==> src/rtl/fifo_pkg.sv <==
// Shared definitions for the multi-lane FIFO: default index type and the
// modular lane-address helper used by both the write and read lanes.
package fifo_pkg;

    localparam int unsigned FIFO_LG_D = 3;

    // Read/write index and occupancy type for the default depth: one bit wider
    // than the storage address so that full and empty remain distinguishable.
    typedef logic [FIFO_LG_D:0] fifo_idx_t;

    // Storage address of lane 'lane' relative to index 'idx': (idx + lane) mod 2**lg_d.
    function automatic int unsigned lane_addr(input int unsigned idx,
                                              input int unsigned lane,
                                              input int unsigned lg_d);
        return (idx + lane) & ((32'd1 << lg_d) - 32'd1);
    endfunction

endpackage

==> src/rtl/mport_fifo_ram.sv <==
// D x W storage with NP independently enabled write ports and NR
// asynchronous read ports. Storage is never reset.
module mport_fifo_ram #(
    parameter int W    = 32,
    parameter int LG_D = 3,
    parameter int NP   = 2,
    parameter int NR   = 2
) (
    input  logic                 clk,
    input  logic [NP-1:0]        i_we,
    input  logic [NP*LG_D-1:0]   i_waddr,
    input  logic [NP*W-1:0]      i_wdata,
    input  logic [NR*LG_D-1:0]   i_raddr,
    output logic [NR*W-1:0]      o_rdata
);

    localparam int D = 1 << LG_D;

    logic [W-1:0] r_mem [D];

    // Write every enabled lane; legal pushes never target the same address twice.
    always_ff @(posedge clk) begin
        for (int i = 0; i < NP; i++) begin
            if (i_we[i]) begin
                r_mem[i_waddr[i*LG_D +: LG_D]] <= i_wdata[i*W +: W];
            end
        end
    end

    // Combinational read of each lane's addressed entry.
    always_comb begin
        o_rdata = '0;
        for (int j = 0; j < NR; j++) begin
            o_rdata[j*W +: W] = r_mem[i_raddr[j*LG_D +: LG_D]];
        end
    end

endmodule

==> src/rtl/mport_fifo.sv <==
// Multi-lane FIFO: up to NP pushes and NR pops per clock, NR head entries
// exposed, occupancy/free counts, synchronous flush and sticky error flags.
// Outputs depend only on registered state (no same-cycle bypass).
module mport_fifo
    import fifo_pkg::*;
#(
    parameter int W    = 32,
    parameter int LG_D = 3,
    parameter int NP   = 2,
    parameter int NR   = 2
) (
    input  logic                       clk,
    input  logic                       reset,
    input  logic                       flush,
    input  logic [NP*W-1:0]            in,
    input  logic [$clog2(NP+1)-1:0]    push_cnt,
    input  logic [$clog2(NR+1)-1:0]    pop_cnt,
    output logic [NR*W-1:0]            out,
    output logic [NR-1:0]              out_valid,
    output logic [LG_D:0]              count,
    output logic [LG_D:0]              free,
    output logic                       empty,
    output logic                       full,
    output logic                       overflow,
    output logic                       underflow
);

    localparam int D   = 1 << LG_D;
    localparam int CW  = LG_D + 1;
    localparam int PCW = $clog2(NP + 1);
    localparam int RCW = $clog2(NR + 1);

    logic [CW-1:0]      r_rd_idx;
    logic [CW-1:0]      r_wr_idx;
    logic               r_overflow;
    logic               r_underflow;

    logic [CW-1:0]      w_count;
    logic [CW-1:0]      w_free;
    logic               w_push_ok;
    logic               w_pop_ok;
    logic               w_push_go;
    logic [NP-1:0]      w_we;
    logic [NP*LG_D-1:0] w_waddr;
    logic [NR*LG_D-1:0] w_raddr;

    // Occupancy is the modular index difference; the extra MSB separates full from empty.
    assign w_count = r_wr_idx - r_rd_idx;
    assign w_free  = CW'(D) - w_count;

    // Legality is judged on the current cycle's occupancy only: a same-cycle
    // pop does not make room for a push, nor does a push feed a pop.
    assign w_push_ok = (CW'(push_cnt) <= w_free);
    assign w_pop_ok  = (CW'(pop_cnt) <= w_count);
    assign w_push_go = !reset && !flush && w_push_ok;

    for (genvar i = 0; i < NP; i++) begin : g_wr_lane
        assign w_we[i]                  = w_push_go && (push_cnt > PCW'(i));
        assign w_waddr[i*LG_D +: LG_D]  = LG_D'(lane_addr(32'(r_wr_idx), i, LG_D));
    end

    for (genvar j = 0; j < NR; j++) begin : g_rd_lane
        assign w_raddr[j*LG_D +: LG_D]  = LG_D'(lane_addr(32'(r_rd_idx), j, LG_D));
        assign out_valid[j]             = (w_count > CW'(j));
    end

    mport_fifo_ram #(
        .W    (W),
        .LG_D (LG_D),
        .NP   (NP),
        .NR   (NR)
    ) u_ram (
        .clk     (clk),
        .i_we    (w_we),
        .i_waddr (w_waddr),
        .i_wdata (in),
        .i_raddr (w_raddr),
        .o_rdata (out)
    );

    // Index and sticky-flag update: reset beats flush, flush beats push/pop.
    always_ff @(posedge clk) begin
        if (reset) begin
            r_rd_idx    <= '0;
            r_wr_idx    <= '0;
            r_overflow  <= 1'b0;
            r_underflow <= 1'b0;
        end else if (flush) begin
            r_rd_idx    <= r_wr_idx;
        end else begin
            if (w_push_ok) begin
                r_wr_idx <= r_wr_idx + CW'(push_cnt);
            end else begin
                r_overflow <= 1'b1;
            end
            if (w_pop_ok) begin
                r_rd_idx <= r_rd_idx + CW'(pop_cnt);
            end else begin
                r_underflow <= 1'b1;
            end
        end
    end

    assign count     = w_count;
    assign free      = w_free;
    assign empty     = (w_count == '0);
    assign full      = w_count[CW-1];
    assign overflow  = r_overflow;
    assign underflow = r_underflow;

    a_push_cnt_range: assert property (@(posedge clk) disable iff (reset) push_cnt <= PCW'(NP));
    a_pop_cnt_range:  assert property (@(posedge clk) disable iff (reset) pop_cnt <= RCW'(NR));
    a_count_range:    assert property (@(posedge clk) disable iff (reset) w_count <= CW'(D));

endmodule
==> config.mk <==
export PLATFORM = sky130hd
export DESIGN_NAME = mport_fifo
export DESIGN_NICKNAME = d
export VERILOG_FILES = /design/src/rtl/fifo_pkg.sv /design/src/rtl/mport_fifo_ram.sv /design/src/rtl/mport_fifo.sv
export SDC_FILE = /design/constraint.sdc
export NUM_CORES = 1
export LEC_CHECK = 0
export CAP_MARGIN = 40
export CORE_AREA = 4 4 176 178
export CTS_CLUSTER_DIAMETER = 120
export DETAILED_ROUTE_END_ITERATION = 8
export DIE_AREA = 0 0 180 182
export GPL_TIMING_DRIVEN = 0
export PLACE_DENSITY = 0.76
export SETUP_SLACK_MARGIN = 0.05
export SYNTH_ARGS = -nofsm -noshare
export SYNTH_HDL_FRONTEND = slang
export SYNTH_SLANG_ARGS = --single-unit
==> constraint.sdc <==
create_clock -name clk -period 9.1 [get_ports clk]
set_input_delay 1.365 -clock clk [delete_from_list [all_inputs] [get_ports clk]]
set_output_delay 1.365 -clock clk [all_outputs]
set_load 0.02 [all_outputs]
Word-level counts from Yosys, hierarchy flattened
Memories as Yosys holds them, arrays and structs flattened. A register that Yosys moved wholly into a read port is not among the register bits.
Cells that the tools add are included.
{"block": "totals", "regBits": 10, "ramBits": 256, "input_bits": 71, "out_inout_bits": 78, "wordCells": 39, "mem_count": 1}
{"name": "u_ram.r_mem", "depth": 8, "width": 32, "read_ports": 2, "rd_ports_with_merged_regs": 1, "wr": 2, "line": "mport_fifo_ram.sv:19", "text": "logic [W-1:0] r_mem [D];"}
{"block": "op_classes", "n_addsub": 6, "order_cmp": 6, "muxes": 8, "bitwise": 3, "n_reduce_logical": 11}
{"op": "4-bit by 2-bit adder with 4-bit output", "count": 2}
{"op": "4-bit by 1-bit > comparator with 1-bit output (second input constant)", "count": 2}
{"op": "2-bit by 4-bit less-or-equal comparator with 1-bit output", "count": 2}
{"op": "4-bit two-way mux", "count": 2}
{"op": "3-bit by 1-bit adder with 3-bit output (second input constant)", "count": 2}
{"op": "3-bit two-way mux", "count": 2}
{"op": "2-bit AND reduction", "count": 3}
{"op": "2-bit by 1-bit > comparator with 1-bit output (second input constant)", "count": 2}
{"op": "1-bit logical AND", "count": 4}
{"op": "4-bit logical NOT", "count": 1}
{"op": "1-bit two-way mux", "count": 4}
{"op": "4-bit subtractor", "count": 1}
{"op": "4-bit subtractor (first input constant)", "count": 1}
{"op": "1-bit inverter", "count": 3}
{"op": "1-bit logical NOT", "count": 2}
{"op": "2-bit nonzero test", "count": 1}

Depth between registers and ports, before layout
{"block": "depth", "depth_word": 7, "depth_mapped": 15, "depth_no_buf": 13}

By module
Synthesis repeated with hierarchy kept, for this count alone.
{"block": "unflattened", "cells_unflattened": 913, "area_unflattened_um2": 16080.4}
{"module": "mport_fifo_ram", "n_inst": 1, "cells_per_inst": 794, "area_per_inst_um2": 15078.2, "seq_area_each_um2": 7687.4}
{"module": "mport_fifo", "n_inst": 1, "cells_per_inst": 119, "area_per_inst_um2": 1002.2, "seq_area_each_um2": 200.2}

Worst setup path after synthesis
Ideal clock, no wire load.
{"block": "synth_path", "path_type": "flip-flop to flip-flop", "from": "reg r_wr_idx[0]", "to": "mem u_ram.r_mem[2][0], enable pin", "arrival_time_ns": 6.435, "required_time_ns": 8.589, "path_slack_ns": 2.154, "path_stages_with_launch": 15, "n_path_buf": 1, "period_less_slack_ns": 6.946, "path_cell_list": "dfxtp_1 inv_1 ha_1 inv_1 fa_1 inv_1 ha_1 inv_1 ha_1 nor2b_1 o21ai_0 nor2_1 a21o_1 clkbuf_1 o41ai_1"}
{"item": "start, declared", "line": "mport_fifo.sv:34", "text": "logic [CW-1:0] r_wr_idx;"}
{"item": "start signal, assigned", "line": "mport_fifo.sv:92", "text": "r_wr_idx <= r_wr_idx + CW'(push_cnt);"}
{"item": "end, declared", "line": "mport_fifo_ram.sv:19"}

==> impl_metrics.tcl <==
set metrics [dict create \
    worstSetupStartpoint "r_wr_idx[0]$_SDFFE_PP0P_" \
    fin_crit_ns 5.44 \
    relSlewSlack_pct 38.4 \
    syn_avg_cell_area_um2 17.2 \
    wl_per_cell_um 27.3 \
    track_usage_pct 25.7 \
    routed_wirelength_um 42600 \
    initial_core_util_pct 54.3 \
    rsz0062_at_grt "false" \
    async_flop_share_pct 0 \
    via_count 9964 \
    cts_buffers 29 \
    clk_path_buf_depth 3 \
    numPortBuffers 147 \
    ant_nets 0 \
    tightest_slew_ns 0.925 \
    syn_to_final_growth_pct 21.4 \
    startpoint_type "flip-flop" \
    design.die.area_um2 32800 \
    grt_max_degree 18 \
    htree_levels 1 \
    die_h_um 182 \
    finalHoldViolCount 0 \
    clock_sinks 269 \
    worst-r2r-cell-count 18 \
    drc 0 \
    power_mw 5.95 \
    max-vdd-ir-drop_v 0.000230 \
    ys_warn_count 0 \
    maxCapViolCount 0 \
    outcome "finished clean" \
    hold_class "reg -> reg" \
    power_leakage_nw 6.47 \
    r2r_start "r_wr_idx[0]$_SDFFE_PP0P_" \
    clk_latency_ns 0.55 \
    clock-root-buffer "clkbuf_16" \
    grt_pass1_vias 10198 \
    place_area_um2 18500 \
    setup_violations 0 \
    drtPass1Iterations 7 \
    min_path_cells 2 \
    timing.final.crit_share_pct 59.8 \
    skew_ns 0.0134 \
    grt_pass1_wl_um 64300 \
    dp_slack_ns 3.69 \
    worstSetupPathType "reg -> reg" \
    layout-drive-gt1-share_pct 49.0 \
    setup_ws_ns 3.66 \
    slew_viol_final 0 \
    core_um2 29400 \
    cts_tree "built" \
    post-dp-hpwl_um 29100 \
    fp.dieW_um 180 \
    max_freq_mhz 184 \
    synth_seq_area_share_pct 49.8 \
    cp.required_ns 9.35 \
    final_core_util_pct 65.9 \
    cp-end-kind "flip-flop" \
    drtIter0Drc 848 \
    gp_congestion 0.786 \
    power-per-cell-area_nw_per_um2 307 \
    instances_no_fill 1561 \
    postCtsSetupBuffers 0 \
    setup_tns_ns 0 \
    syn_nets 1018 \
    holdWs_ns 0.483 \
    synth_area_um2 16000 \
    diodes 0 \
    rows 63 \
    path_max_fanout 10 \
    ys_ff_latch 269 \
    fin_area_um2 19400 \
    place_inst 1509 \
    grt_remaining_overflow 0 \
    pin_count 149 \
    path_clk_slew_ns 0.06 \
    layout.nets 1241 \
    synthCells 928 \
    antenna_found_initial 2 \
    via_per_inst 6.38 \
    ctsResizeCount 0 \
    min_from "overflow$_SDFFE_PP0P_" \
    arrival_ns 5.69 \
    ys.flop_type "edfxtp_1" \
    synth_edf_count 256 \
    ys_types 41 \
    hold_buffers 0 \
]
logic make-up (layout without fill, tap and decap cells):
family	count (synthesis)	count (layout)	synth area share, %
muxes	454	454	41.0
DFF	269	269	49.8
buffers and inverters	84	327	3.28
and+or+nand+nor	54	54	1.60
AOI/OAI and AO/OA	41	41	2.13
adders and majority gates	19	19	1.63
xor gates and xnor gates	7	7	0.525
cells in the mapped netlist, types with 5 or more instances:
cell type / count / area share (%)
mux2_2: 307 / 22
edfxtp_1: 256 / 48
mux4_2: 128 / 18
buf_6: 25 / 1.8
clkbuf_1: 22 / 0.52
nor2_1: 21 / 0.49
ha_1: 16 / 1.3
inv_1: 16 / 0.38
mux2_1: 16 / 1.1
dfxtp_1: 13 / 1.6
buf_1: 11 / 0.26
nand2_1: 10 / 0.24
a21oi_1: 9 / 0.28
o21ai_0: 9 / 0.28
o21ai_4: 8 / 0.82
buf_2: 7 / 0.22
nor2b_1: 5 / 0.20
worst max-delay path: stages (launching register included):
cell	delay [ns]
dfxtp_1	0.55
inv_1	0.24
ha_1	0.25
inv_1	0.07
fa_1	0.45
inv_1	0.15
ha_1	0.27
inv_1	0.07
ha_1	0.22
nor2b_1	0.13
o21ai_0	0.27
nor2_1	0.12
a21o_1	0.19
clkbuf_1	0.35
o41ai_2	0.87
buf_2	0.36
buf_4	0.21
buf_2	0.20
buf_4	0.20
state kept, by name, summed over array words and instances, names as in the netlist, named ones only:
signal,count
u_ram.r_mem,256
underflow,1
r_wr_idx,4
overflow,1
r_rd_idx,4
report_power, final:
group | switching [mW] | internal, mW
clock network | 0.481 | 0.664
logic | 1.66 | 1.56
registers | 0.0662 | 1.52
total | 2.21 | 3.75
final timing paths:
kind,endpoint,slack [ns]
worst max-delay path,u_ram.r_mem[2][16]$_DFFE_PP_,3.66
worst min-delay path,overflow$_SDFFE_PP0P_,0.48
worst max register to register,u_ram.r_mem[2][16]$_DFFE_PP_,3.66
worst min register to register,overflow$_SDFFE_PP0P_,0.48
final cells by class:
| class | instances | area (µm²) |
|---|---|---|
| Fill cell | 2123 | 10000 |
| Sequential cell | 269 | 7950 |
| Multi-Input combinational cell | 575 | 7570 |
| Timing Repair Buffer | 192 | 1950 |
| Clock buffer | 34 | 744 |
| Tap cell | 390 | 488 |
| Buffer | 67 | 455 |
| Clock inverter | 17 | 155 |
| Inverter | 17 | 68.8 |
routing by layer:
layer	share of wire, %	track usage, %	wire length (µm)	up-vias
li1	-	-	-	4281
met1	40	35.5	17000	5166
met2	51	44.5	21800	450
met3	7.4	3.85	3150	63
met4	1.6	4.27	692	4
met5	0.049	0	21	-
cells in the final DEF, fill, tap and decap left out, drive strengths merged, types with 4 or more instances in the layout:
cell type	instances
nor2b	5
buf	90
inv	17
clkinv	14
ha	16
edfxtp	256
clkdlybuf4s50	147
nand2	10
o21ai	17
xor2	4
o41ai	4
nor2	21
mux4	128
dfxtp	13
a21oi	9
mux2	323
clkbuf	56
Note: power is estimated with default switching activity, not from simulation.
